[src/rtl/ahb_rom_arbiter_pkg.sv]
// Shared AHB codes, port FSM encoding and the address-phase bundle
// used by the two-master boot ROM front-end.
package ahb_rom_arbiter_pkg;

   localparam logic [1:0] HTRANS_IDLE   = 2'b00;
   localparam logic [1:0] HTRANS_BUSY   = 2'b01;
   localparam logic [1:0] HTRANS_NONSEQ = 2'b10;
   localparam logic [1:0] HTRANS_SEQ    = 2'b11;

   localparam logic [1:0] HRESP_OKAY    = 2'b00;
   localparam logic [1:0] HRESP_ERROR   = 2'b01;

   localparam logic [2:0] ST_IDLE = 3'd0;
   localparam logic [2:0] ST_WAIT = 3'd1;
   localparam logic [2:0] ST_DATA = 3'd2;
   localparam logic [2:0] ST_ERR1 = 3'd3;
   localparam logic [2:0] ST_ERR2 = 3'd4;

   typedef struct packed {
      logic        hsel;
      logic [31:0] haddr;
      logic [1:0]  htrans;
      logic        hwrite;
      logic        hmastlock;
      logic        hready;
   } ahb_req_t;

endpackage

[src/rtl/ahb_rom_port.sv]
// One AHB-Lite slave port: accepts reads/writes, holds a losing read until
// granted, and forms the ready/response/data seen by its master.
module ahb_rom_port
   import ahb_rom_arbiter_pkg::*;
#(
   parameter int unsigned ADDR_W = 15,
   parameter int unsigned DATA_W = 32
) (
   input  logic              clk_i,
   input  logic              rst_i,
   input  ahb_req_t          req_i,
   input  logic              grant_i,
   input  logic [DATA_W-1:0] rom_data_i,
   output logic              cand_c_o,
   output logic              lock_c_o,
   output logic [ADDR_W-1:0] addr_c_o,
   output logic              hreadyout_o,
   output logic [1:0]        hresp_o,
   output logic [DATA_W-1:0] hrdata_c_o
);

   logic [2:0]        state_q, state_d;
   logic [ADDR_W-1:0] pend_addr_q, pend_addr_d;
   logic              pend_lock_q, pend_lock_d;
   logic              hreadyout_d;
   logic [1:0]        hresp_d;
   logic              accept, new_rd, waiting;
   logic              unused_haddr;

   assign unused_haddr = ^{req_i.haddr[31:ADDR_W+2], req_i.haddr[1:0]};

   // A new address phase is only taken while this port is presenting HREADYOUT=1.
   assign accept  = req_i.hsel & req_i.htrans[1] & req_i.hready
                  & ((state_q == ST_IDLE) | (state_q == ST_DATA));
   assign new_rd  = accept & ~req_i.hwrite;
   assign waiting = (state_q == ST_WAIT);

   assign cand_c_o   = new_rd | waiting;
   assign addr_c_o   = waiting ? pend_addr_q : req_i.haddr[ADDR_W+1:2];
   assign lock_c_o   = waiting ? pend_lock_q : req_i.hmastlock;
   assign hrdata_c_o = (state_q == ST_DATA) ? rom_data_i : '0;

   always_comb begin
      state_d     = state_q;
      pend_addr_d = pend_addr_q;
      pend_lock_d = pend_lock_q;
      case (state_q)
         ST_IDLE, ST_DATA: begin
            if (accept && req_i.hwrite) begin
               state_d = ST_ERR1;
            end else if (new_rd) begin
               state_d = grant_i ? ST_DATA : ST_WAIT;
               if (!grant_i) begin
                  pend_addr_d = req_i.haddr[ADDR_W+1:2];
                  pend_lock_d = req_i.hmastlock;
               end
            end else begin
               state_d = ST_IDLE;
            end
         end
         ST_WAIT: if (grant_i) state_d = ST_DATA;
         ST_ERR1: state_d = ST_ERR2;
         default: state_d = ST_IDLE;
      endcase
      hreadyout_d = ~((state_d == ST_WAIT) | (state_d == ST_ERR1));
      hresp_d     = ((state_d == ST_ERR1) | (state_d == ST_ERR2)) ? HRESP_ERROR : HRESP_OKAY;
   end

   always_ff @(posedge clk_i) begin
      if (rst_i) begin
         state_q     <= ST_IDLE;
         pend_addr_q <= '0;
         pend_lock_q <= 1'b0;
         hreadyout_o <= 1'b1;
         hresp_o     <= HRESP_OKAY;
      end else begin
         state_q     <= state_d;
         pend_addr_q <= pend_addr_d;
         pend_lock_q <= pend_lock_d;
         hreadyout_o <= hreadyout_d;
         hresp_o     <= hresp_d;
      end
   end

endmodule

[src/rtl/ahb_rom_arbiter.sv]
// Two-master AHB-Lite front-end sharing one synchronous boot ROM:
// round-robin arbitration with HMASTLOCK hold, ROM address mux.
module ahb_rom_arbiter
   import ahb_rom_arbiter_pkg::*;
#(
   parameter int unsigned ADDR_W = 15,
   parameter int unsigned DATA_W = 32
) (
   input  logic              HCLK,
   input  logic              HRESET,
   input  logic              S0_HSEL,
   input  logic [31:0]       S0_HADDR,
   input  logic [1:0]        S0_HTRANS,
   input  logic              S0_HWRITE,
   input  logic              S0_HMASTLOCK,
   input  logic              S0_HREADY,
   output logic              S0_HREADYOUT,
   output logic [1:0]        S0_HRESP,
   output logic [DATA_W-1:0] S0_HRDATA,
   input  logic              S1_HSEL,
   input  logic [31:0]       S1_HADDR,
   input  logic [1:0]        S1_HTRANS,
   input  logic              S1_HWRITE,
   input  logic              S1_HMASTLOCK,
   input  logic              S1_HREADY,
   output logic              S1_HREADYOUT,
   output logic [1:0]        S1_HRESP,
   output logic [DATA_W-1:0] S1_HRDATA,
   output logic              rom_en,
   output logic [ADDR_W-1:0] rom_addr,
   input  logic [DATA_W-1:0] rom_data
);

   ahb_req_t          s0_req, s1_req;
   logic              cand0, cand1, lock0, lock1, req0, req1, grant0, grant1;
   logic [ADDR_W-1:0] addr0, addr1;
   logic              last_grant_q, last_grant_d;
   logic              last_lock_q, last_lock_d;

   assign s0_req = '{hsel: S0_HSEL, haddr: S0_HADDR, htrans: S0_HTRANS,
                     hwrite: S0_HWRITE, hmastlock: S0_HMASTLOCK, hready: S0_HREADY};
   assign s1_req = '{hsel: S1_HSEL, haddr: S1_HADDR, htrans: S1_HTRANS,
                     hwrite: S1_HWRITE, hmastlock: S1_HMASTLOCK, hready: S1_HREADY};

   ahb_rom_port #(.ADDR_W(ADDR_W), .DATA_W(DATA_W)) u_port0 (
      .clk_i(HCLK), .rst_i(HRESET), .req_i(s0_req), .grant_i(grant0),
      .rom_data_i(rom_data), .cand_c_o(cand0), .lock_c_o(lock0), .addr_c_o(addr0),
      .hreadyout_o(S0_HREADYOUT), .hresp_o(S0_HRESP), .hrdata_c_o(S0_HRDATA)
   );

   ahb_rom_port #(.ADDR_W(ADDR_W), .DATA_W(DATA_W)) u_port1 (
      .clk_i(HCLK), .rst_i(HRESET), .req_i(s1_req), .grant_i(grant1),
      .rom_data_i(rom_data), .cand_c_o(cand1), .lock_c_o(lock1), .addr_c_o(addr1),
      .hreadyout_o(S1_HREADYOUT), .hresp_o(S1_HRESP), .hrdata_c_o(S1_HRDATA)
   );

   // Nothing reaches the ROM while reset is held.
   assign req0 = cand0 & ~HRESET;
   assign req1 = cand1 & ~HRESET;

   // On a tie the lock owner keeps the ROM, otherwise the other port wins.
   always_comb begin
      grant0       = 1'b0;
      grant1       = 1'b0;
      last_grant_d = last_grant_q;
      last_lock_d  = last_lock_q;
      if (req0 && req1) begin
         grant1 = last_lock_q ? last_grant_q : ~last_grant_q;
         grant0 = ~grant1;
      end else begin
         grant0 = req0;
         grant1 = req1;
      end
      if (grant0) begin
         last_grant_d = 1'b0;
         last_lock_d  = lock0;
      end else if (grant1) begin
         last_grant_d = 1'b1;
         last_lock_d  = lock1;
      end
   end

   assign rom_en   = grant0 | grant1;
   assign rom_addr = grant0 ? addr0 : (grant1 ? addr1 : '0);

   always_ff @(posedge HCLK) begin
      if (HRESET) begin
         last_grant_q <= 1'b1;
         last_lock_q  <= 1'b0;
      end else begin
         last_grant_q <= last_grant_d;
         last_lock_q  <= last_lock_d;
      end
   end

endmodule

[config.mk]
export PLATFORM = sky130hd
export DESIGN_NAME = ahb_rom_arbiter
export DESIGN_NICKNAME = d
export VERILOG_FILES = /design/src/rtl/ahb_rom_arbiter_pkg.sv /design/src/rtl/ahb_rom_port.sv /design/src/rtl/ahb_rom_arbiter.sv
export SDC_FILE = /design/constraint.sdc
export NUM_CORES = 1
export LEC_CHECK = 0
export BUFFER_PORTS_ARGS = -buffer_cell sky130_fd_sc_hd__buf_2
export CORE_MARGIN = 2
export CORE_UTILIZATION = 40
export CTS_BUF_LIST = sky130_fd_sc_hd__clkbuf_2 sky130_fd_sc_hd__clkbuf_4 sky130_fd_sc_hd__clkbuf_8
export CTS_CLUSTER_SIZE = 16
export DETAILED_ROUTE_END_ITERATION = 6
export PLACE_DENSITY = 0.83
export SYNTH_ARGS = -nofsm -noshare
export SYNTH_HDL_FRONTEND = slang
export SYNTH_SLANG_ARGS = --single-unit
export TNS_END_PERCENT = 10
[constraint.sdc]
create_clock -name HCLK -period 7.8 [get_ports HCLK]
set_clock_uncertainty 0.15 [all_clocks]
set_input_delay 1.95 -clock HCLK [delete_from_list [all_inputs] [get_ports HCLK]]
set_output_delay 1.95 -clock HCLK [all_outputs]
set_load 0.02 [all_outputs]
==> results.toml, run 1 <==
[die]
placement_rows = 29
die_area_mm2 = 0.007128
die_w_um = 84.43
floorplan.initialDensity_pct = 40.98
fp.coreArea_mm2 = 0.006314
design.portCount = 196
dieHeight_um = 84.43

[grt]
grt_pass1_vias = 2464
grt_pass1_wl_um = 12220
grt_max_degree = 46
antenna_found_initial = 3
track_usage_pct = 21.77
grt_remaining_overflow = 0

[yosys]
yosys_reg_bits = 44
synthesis.area_mm2 = 0.002587
async_reset_ff_share_pct = 0
synth.distinct_cells = 34
synthMuxAreaShare_pct = 24.37
synth_top_family_by_area = "simple AND/OR/NAND/NOR gates"
synth_adder_area_share_pct = 0
synth-compound-area-share_pct = 7.398
synthXorXnorAreaFrac_pct = 0.6770
post_synth_and_or_nand_nor_area_fraction_pct = 28.72
synth_edf_count = 0
post_synth_main_area_contributors = "sky130_fd_sc_hd__dfxtp_1, sky130_fd_sc_hd__mux2i_1, sky130_fd_sc_hd__and2_1"
ys_top_cells_by_count = "sky130_fd_sc_hd__and2_1, sky130_fd_sc_hd__mux2i_1, sky130_fd_sc_hd__dfxtp_1"
most_area_hungry_cell_type_in_the_yosys_netlist = "sky130_fd_sc_hd__dfxtp_1"
post-synth-top-count-cell = "sky130_fd_sc_hd__and2_1"
synth_flop_cell = "sky130_fd_sc_hd__dfxtp_1"
post_synthesis_cells = 291
yosysWarningCount = 0
yosysTopAreaCellShare_pct = 34.04
synth_seq_area_share_pct = 34.04
synth.avg_cell_area_um2 = 8.892

[cts]
clk_pin_slew_ns = 0.08
cts_tree = "done"
htreeDepth = 2
cts_max_path_buffers = 2
cts.root.buffer_cell = "sky130_fd_sc_hd__clkbuf_8"
cts-buffers-inserted = 5
cts_setup_buffers = 0
cts_hold_repair.buffers = 0
number_of_sinks_on_the_clock_net = 44
cts.repair.resized = 0
insertion_delay_ns = 0.29

[hold_path]
worst_hold_check_path_type = "register to register"

[power]
cell_internal_pwr_w = 0.0003659
p_total_w = 0.0005092
clock_power_share_pct = 34.3
pwr-share-seq_pct = 45.3
vdd_drop_max_mv = 0.1093
power_per_standard_cell_area_mw_per_mm2 = 144.4
total_leakage_power_nw = 1.805
comb_power_share_pct = 20.3
power_switching_w = 0.0001434
power.switching_fraction_pct = 28.15

[sta]
timing.final.crit_period_ns = 5.861
timing.final.crit_share_pct = 75.14
tightestPinTransition_ns = 1.060
hold_slack_ns = 0.3501
setup_viol = 0
rsz0062_at_grt = "no"
totalNegativeSetupSlack_ns = 0
slew_headroom_pct = 29.11
fmax_mhz = 170.6
hold_viol_final = 0
maxSlewViolCount = 0

[detailed_routing]
drt-vias-per-instance = 5.108
route.antenna.remaining_nets = 0
route.final.wire_length_um = 8128
sum_of_routed_wire_segments_on_met1_um = 2871
vias = 2641
first_iter_violations = 115
route.detailed.drc = 0
wl_met2_um = 4392
dr.pass1.iters = 4
highest-signal-layer = "met4"
met3RoutedLength_um = 666
detail_route.wl_per_cell_um = 15.72

[critical_path]
critical_path.endpoint_type = "output port"
critPathMaxFanout = 19
worst-setup-path-type = "primary input to output port"
critPathArrivalTime_ns = 3.76
startpoint_type = "primary input"
worstPathRequired_ns = 5.70

[layout]
multi_input_comb_area_mm2 = 0.001618
fill_cells = 614
flow.area_growth_from_synthesis_pct = 36.27
layout.nets = 546
post_route_cells_drive_above_1_share_pct = 40.27
seqCellArea_um2 = 880.8

[place]
dp_hpwl_um = 6295
port_buffers = 157
gp_congestion = 0.8463

[job]
maxCapViolations = 0

[outcome]
outcome = "complete, no violations"
[final timing paths]
| path | slack (ns) | endpoint | depth (start not counted) | start |
|---|---|---|---|---|
| max | 1.94 | rom_addr[13] | 7 | S0_HTRANS[1] |
| min | 0.35 | u_port0.pend_addr_q[0] | 2 | u_port0.pend_addr_q[0] |
| max reg2reg | 5.15 | u_port0.pend_addr_q[1] | 6 | u_port1.state_q[0] |
| min reg2reg | 0.35 | u_port0.pend_addr_q[0] | 2 | u_port0.pend_addr_q[0] |
[layer usage]
layer / global-route usage [%] / vias to the layer above
li1: - / 1283
met1: 21.48 / 1231
met2: 42.35 / 112
met3: 6.293 / 15
met4: 8.514 / 0
met5: 0 / -
[state kept, by name, indices dropped and copies added, names as in the netlist]
signal and flops:
u_port1.hresp_o 1, u_port0.state_q 3, u_port0.hresp_o 1, u_port1.state_q 3, u_port1.pend_addr_q 15, last_grant_q 1
u_port0.pend_addr_q 15, u_port0.hreadyout_o 1, last_lock_q 1, u_port1.pend_lock_q 1, u_port0.pend_lock_q 1, u_port1.hreadyout_o 1
[metrics by stage]
step                instances  util [%]  worst slack (ns)  cell area (um^2)
floorplan                 292         -             2.295              2591
global placement          506     53.77             1.990              3395
detailed placement        506     53.77             1.957              3395
CTS                       514     55.53             1.967              3506
global route              517     55.85             1.826              3526
finish                    517     55.85             1.939              3526
[area by class of cell]
class | count | share of cell area, %
multi-input cells | 224 | 45.88
flip-flops and latches | 44 | 24.98
repair buffers | 160 | 22.92
well taps | 77 | 2.732
clock buffers | 5 | 1.952
clock inverters | 3 | 1.207
diodes | 3 | 0.2129
inverters | 1 | 0.1065
[cells in the final DEF (no fill, tap or decap)]
cell type                    count
sky130_fd_sc_hd__clkinvlp_4      1
sky130_fd_sc_hd__diode_2         3
sky130_fd_sc_hd__nor4_1          1
sky130_fd_sc_hd__xor2_1          1
sky130_fd_sc_hd__a21oi_1         6
sky130_fd_sc_hd__or3_1           2
sky130_fd_sc_hd__dfxtp_1        44
sky130_fd_sc_hd__bufinv_16       1
sky130_fd_sc_hd__clkinv_2        1
sky130_fd_sc_hd__a32o_1          1
sky130_fd_sc_hd__and4b_1         1
sky130_fd_sc_hd__xnor2_1         1
sky130_fd_sc_hd__nor3b_2         1
sky130_fd_sc_hd__o22ai_1        17
sky130_fd_sc_hd__nor3b_1         1
sky130_fd_sc_hd__buf_4           3
sky130_fd_sc_hd__and3_2          1
sky130_fd_sc_hd__nand4b_4        1
sky130_fd_sc_hd__a2111oi_4       1
sky130_fd_sc_hd__mux2i_1        63
sky130_fd_sc_hd__nor3b_4         2
sky130_fd_sc_hd__nand3b_1        2
sky130_fd_sc_hd__o211a_1         1
sky130_fd_sc_hd__inv_1           1
sky130_fd_sc_hd__nor3_4          1
sky130_fd_sc_hd__clkbuf_8        5
sky130_fd_sc_hd__nand2_1         5
sky130_fd_sc_hd__nor2_1         41
sky130_fd_sc_hd__nand3_1         1
sky130_fd_sc_hd__and2_1         65
sky130_fd_sc_hd__or3b_4          1
sky130_fd_sc_hd__nor3_1          1
sky130_fd_sc_hd__and4_1          1
sky130_fd_sc_hd__nor2b_1         1
sky130_fd_sc_hd__buf_2         157
sky130_fd_sc_hd__o211ai_1        1
sky130_fd_sc_hd__conb_1          2
sky130_fd_sc_hd__nand4_1         1
[kinds of logic after synthesis]
group	count (synthesis)
compound gates	27
other cells	1
mux	63
simple gates	130
buf+inv	24
flops	44
xor+xnor	2
[critical path, cell delays in order]
cell and delay [ns]:
sky130_fd_sc_hd__buf_2 0.10, sky130_fd_sc_hd__nand4b_4 0.11, sky130_fd_sc_hd__or3_1 0.46, sky130_fd_sc_hd__a21oi_1 0.16
sky130_fd_sc_hd__or3_1 0.60, sky130_fd_sc_hd__o22ai_1 0.17, sky130_fd_sc_hd__buf_2 0.20
[power by group through the flow]
| stage | clock network [W] | logic, W | registers (W) |
|---|---|---|---|
| after floorplan | 0 | 0.0000617 | 0.000236 |
| after global placement | 0 | 0.000101 | 0.000236 |
| after detailed placement | 0 | 0.000103 | 0.000236 |
| after CTS | 0.000179 | 0.000104 | 0.000231 |
| after global routing | 0.000188 | 0.000113 | 0.000231 |
| final | 0.000175 | 0.000104 | 0.000231 |
(Power assumes the default switching activity.)
==> run 2, diff against run 1 <==
Settings changed: ABC_AREA from default to 1, PLACE_DENSITY 0.83 to 0.81.
Clock period 7.8 ns to 5.47 ns, I/O delays scaled along.
==> run 2 against run 1 <==
Effect of this change:
- clock-buffer cell count up 1
- critical path depth unchanged
- wire length increased by 2.9%
- register-to-register slack got worse by 2.1 ns
- hold slack got worse by 0.037 ns
- total power is 47% higher
- largest cell class unchanged
- largest power group unchanged
==> results.toml, run 2 <==
[place]
postPlaceCellArea_mm2 = 0.003555
dp_hpwl_um = 6291
gp_congestion = 0.7908
placed_cells = 627
port_buffers = 157

[sta]
rsz0062_at_grt = "no"
fmax_mhz = 235.8
timing.final.crit_period_ns = 4.241
totalNegativeSetupSlack_ns = 0
hold_viol_final = 0
tightestPinTransition_ns = 0.9904
slew_headroom_pct = 33.81
timing.final.crit_share_pct = 77.54
maxSlewViolCount = 0
setup_viol = 0

[grt]
grt_remaining_overflow = 0
grt_pass1_wl_um = 12470
grt_max_degree = 36
grt_pass1_vias = 2819
antenna_found_initial = 0
track_usage_pct = 20.27

[detailed_routing]
vias = 3074
route.final.wire_length_um = 8366
detail_route.wl_per_cell_um = 13.17
route.antenna.remaining_nets = 0
first_iter_violations = 130
drt-vias-per-instance = 4.841
route.detailed.drc = 0
dr.pass1.iters = 4

[cts]
cts.repair.resized = 0
htreeDepth = 2
cts_setup_buffers = 0
cts-buffers-inserted = 5
cts.root.buffer_cell = "sky130_fd_sc_hd__clkbuf_8"
clk_pin_slew_ns = 0.07
cts_max_path_buffers = 2
cts_tree = "done"
insertion_delay_ns = 0.29
cts_hold_repair.buffers = 0
number_of_sinks_on_the_clock_net = 44

[hold_path]
worst_hold_check_path_type = "register to register"

[power]
vdd_drop_max_mv = 0.1565
total_leakage_power_nw = 2.015
p_total_w = 0.0007497
power_per_standard_cell_area_mw_per_mm2 = 204.5

[yosys]
post_synthesis_cells = 398
synthXorXnorAreaFrac_pct = 0.3111
synth.distinct_cells = 29
synth-compound-area-share_pct = 16.18
post_synth_and_or_nand_nor_area_fraction_pct = 33.38
synth_edf_count = 0
yosysWarningCount = 0
most_area_hungry_cell_type_in_the_yosys_netlist = "sky130_fd_sc_hd__dfxtp_1"
synthMuxAreaShare_pct = 5.333
synth_seq_area_share_pct = 31.29
yosys_reg_bits = 44
ys_top_cells_by_count = "sky130_fd_sc_hd__nor2_1, sky130_fd_sc_hd__inv_1, sky130_fd_sc_hd__dfxtp_1"
synth_flop_cell = "sky130_fd_sc_hd__dfxtp_1"
post-synth-top-count-cell = "sky130_fd_sc_hd__nor2_1"
synthesis.area_mm2 = 0.002815
synth_top_family_by_area = "simple AND/OR/NAND/NOR gates"
synth.avg_cell_area_um2 = 7.073
async_reset_ff_share_pct = 0
yosysTopAreaCellShare_pct = 31.29
synth_adder_area_share_pct = 0
post_synth_main_area_contributors = "sky130_fd_sc_hd__dfxtp_1, sky130_fd_sc_hd__nor2_1, sky130_fd_sc_hd__nand3_1"

[layout]
finish.utilization_pct = 53.96
flow.area_growth_from_synthesis_pct = 30.22
most-common-layout-cells = "sky130_fd_sc_hd__buf_2, sky130_fd_sc_hd__nor2_1, sky130_fd_sc_hd__inv_1, sky130_fd_sc_hd__dfxtp_1, sky130_fd_sc_hd__nand3_1"
post_route_cells_drive_above_1_share_pct = 43.97
final_common_cell = "sky130_fd_sc_hd__buf_2"
post-route-cell-area_mm2 = 0.003666
final_cells = 635
largestRegisters = "u_port0.pend_addr_q x15, u_port1.pend_addr_q x15"
n_antenna_cell = 0
layout.nets = 648

[outcome]
outcome = "complete, no violations"

[die]
dieHeight_um = 87.89
placement_rows = 30
floorplan.initialDensity_pct = 41.44
fp.coreArea_mm2 = 0.006794
design.portCount = 196
die_w_um = 87.89
die_area_mm2 = 0.007725

[critical_path]
worst-setup-path-type = "primary input to output port"
critical_path.endpoint_type = "output port"
critPathMaxFanout = 35
worstPathRequired_ns = 3.95
critPathArrivalTime_ns = 2.72
startpoint_type = "primary input"

[job]
maxCapViolations = 0
-- run 2: per-layer routing --
layer / vias up / track usage, % / wire length [um]
li1: 1543 / - / -
met1: 1388 / 21.15 / 3180
met2: 123 / 39.05 / 4284
met3: 20 / 5.184 / 688
met4: 0 / 6.713 / 212
met5: - / 0 / 0
-- run 2: cell type report --
cell class                 count  area, um^2
fill                         664        3128
multi-input combinational    276        1562
sequential                    44       880.8
timing repair buffer         158       793.3
inverter                      53       198.9
tap                           96       120.1
clock buffer                   6       76.32
clock inverter                 2       35.03
-- run 2: through the flow --
stage,setup slack (ns),hold slack (ns)
after detailed placement,1.258,0.3020
after global routing,1.108,0.3331
final,1.229,0.3129
after CTS,1.251,0.3137
after global placement,1.270,0.2957
after floorplan,1.461,0.2861
-- run 2: path summary, 6_finish.rpt --
kind                     startpoint                     end  slack (ns)  cells past startpoint
max reg2reg      u_port0.state_q[1]  u_port0.pend_addr_q[3]        3.06                      6
min          u_port1.pend_addr_q[0]  u_port1.pend_addr_q[0]        0.31                      2
min reg2reg  u_port1.pend_addr_q[0]  u_port1.pend_addr_q[0]        0.31                      2
max                          HRESET            rom_addr[10]        1.23                      7
-- run 2: logic make-up (layout without fill, tap and decap cells) --
group,Yosys count,after routing
AND/OR/NAND/NOR,188,188
buffers and inverters,79,219
other,1,2
multiplexers,15,15
AO/OA/AOI/OAI,70,70
flip-flops,44,44
XOR/XNOR,1,1
-- run 2: power by group --
group	internal [W]	switching, W
clock network	0.000141	0.000110
logic	0.0000622	0.000103
registers	0.000329	0.00000519
total	0.000531	0.000218
-- run 2: critical path, stage by stage --
cell and delay, ns:
sky130_fd_sc_hd__buf_2 0.40, sky130_fd_sc_hd__inv_1 0.20, sky130_fd_sc_hd__nand2_1 0.14, sky130_fd_sc_hd__inv_2 0.07
sky130_fd_sc_hd__nand2_8 0.20, sky130_fd_sc_hd__o22ai_1 0.13, sky130_fd_sc_hd__buf_2 0.19
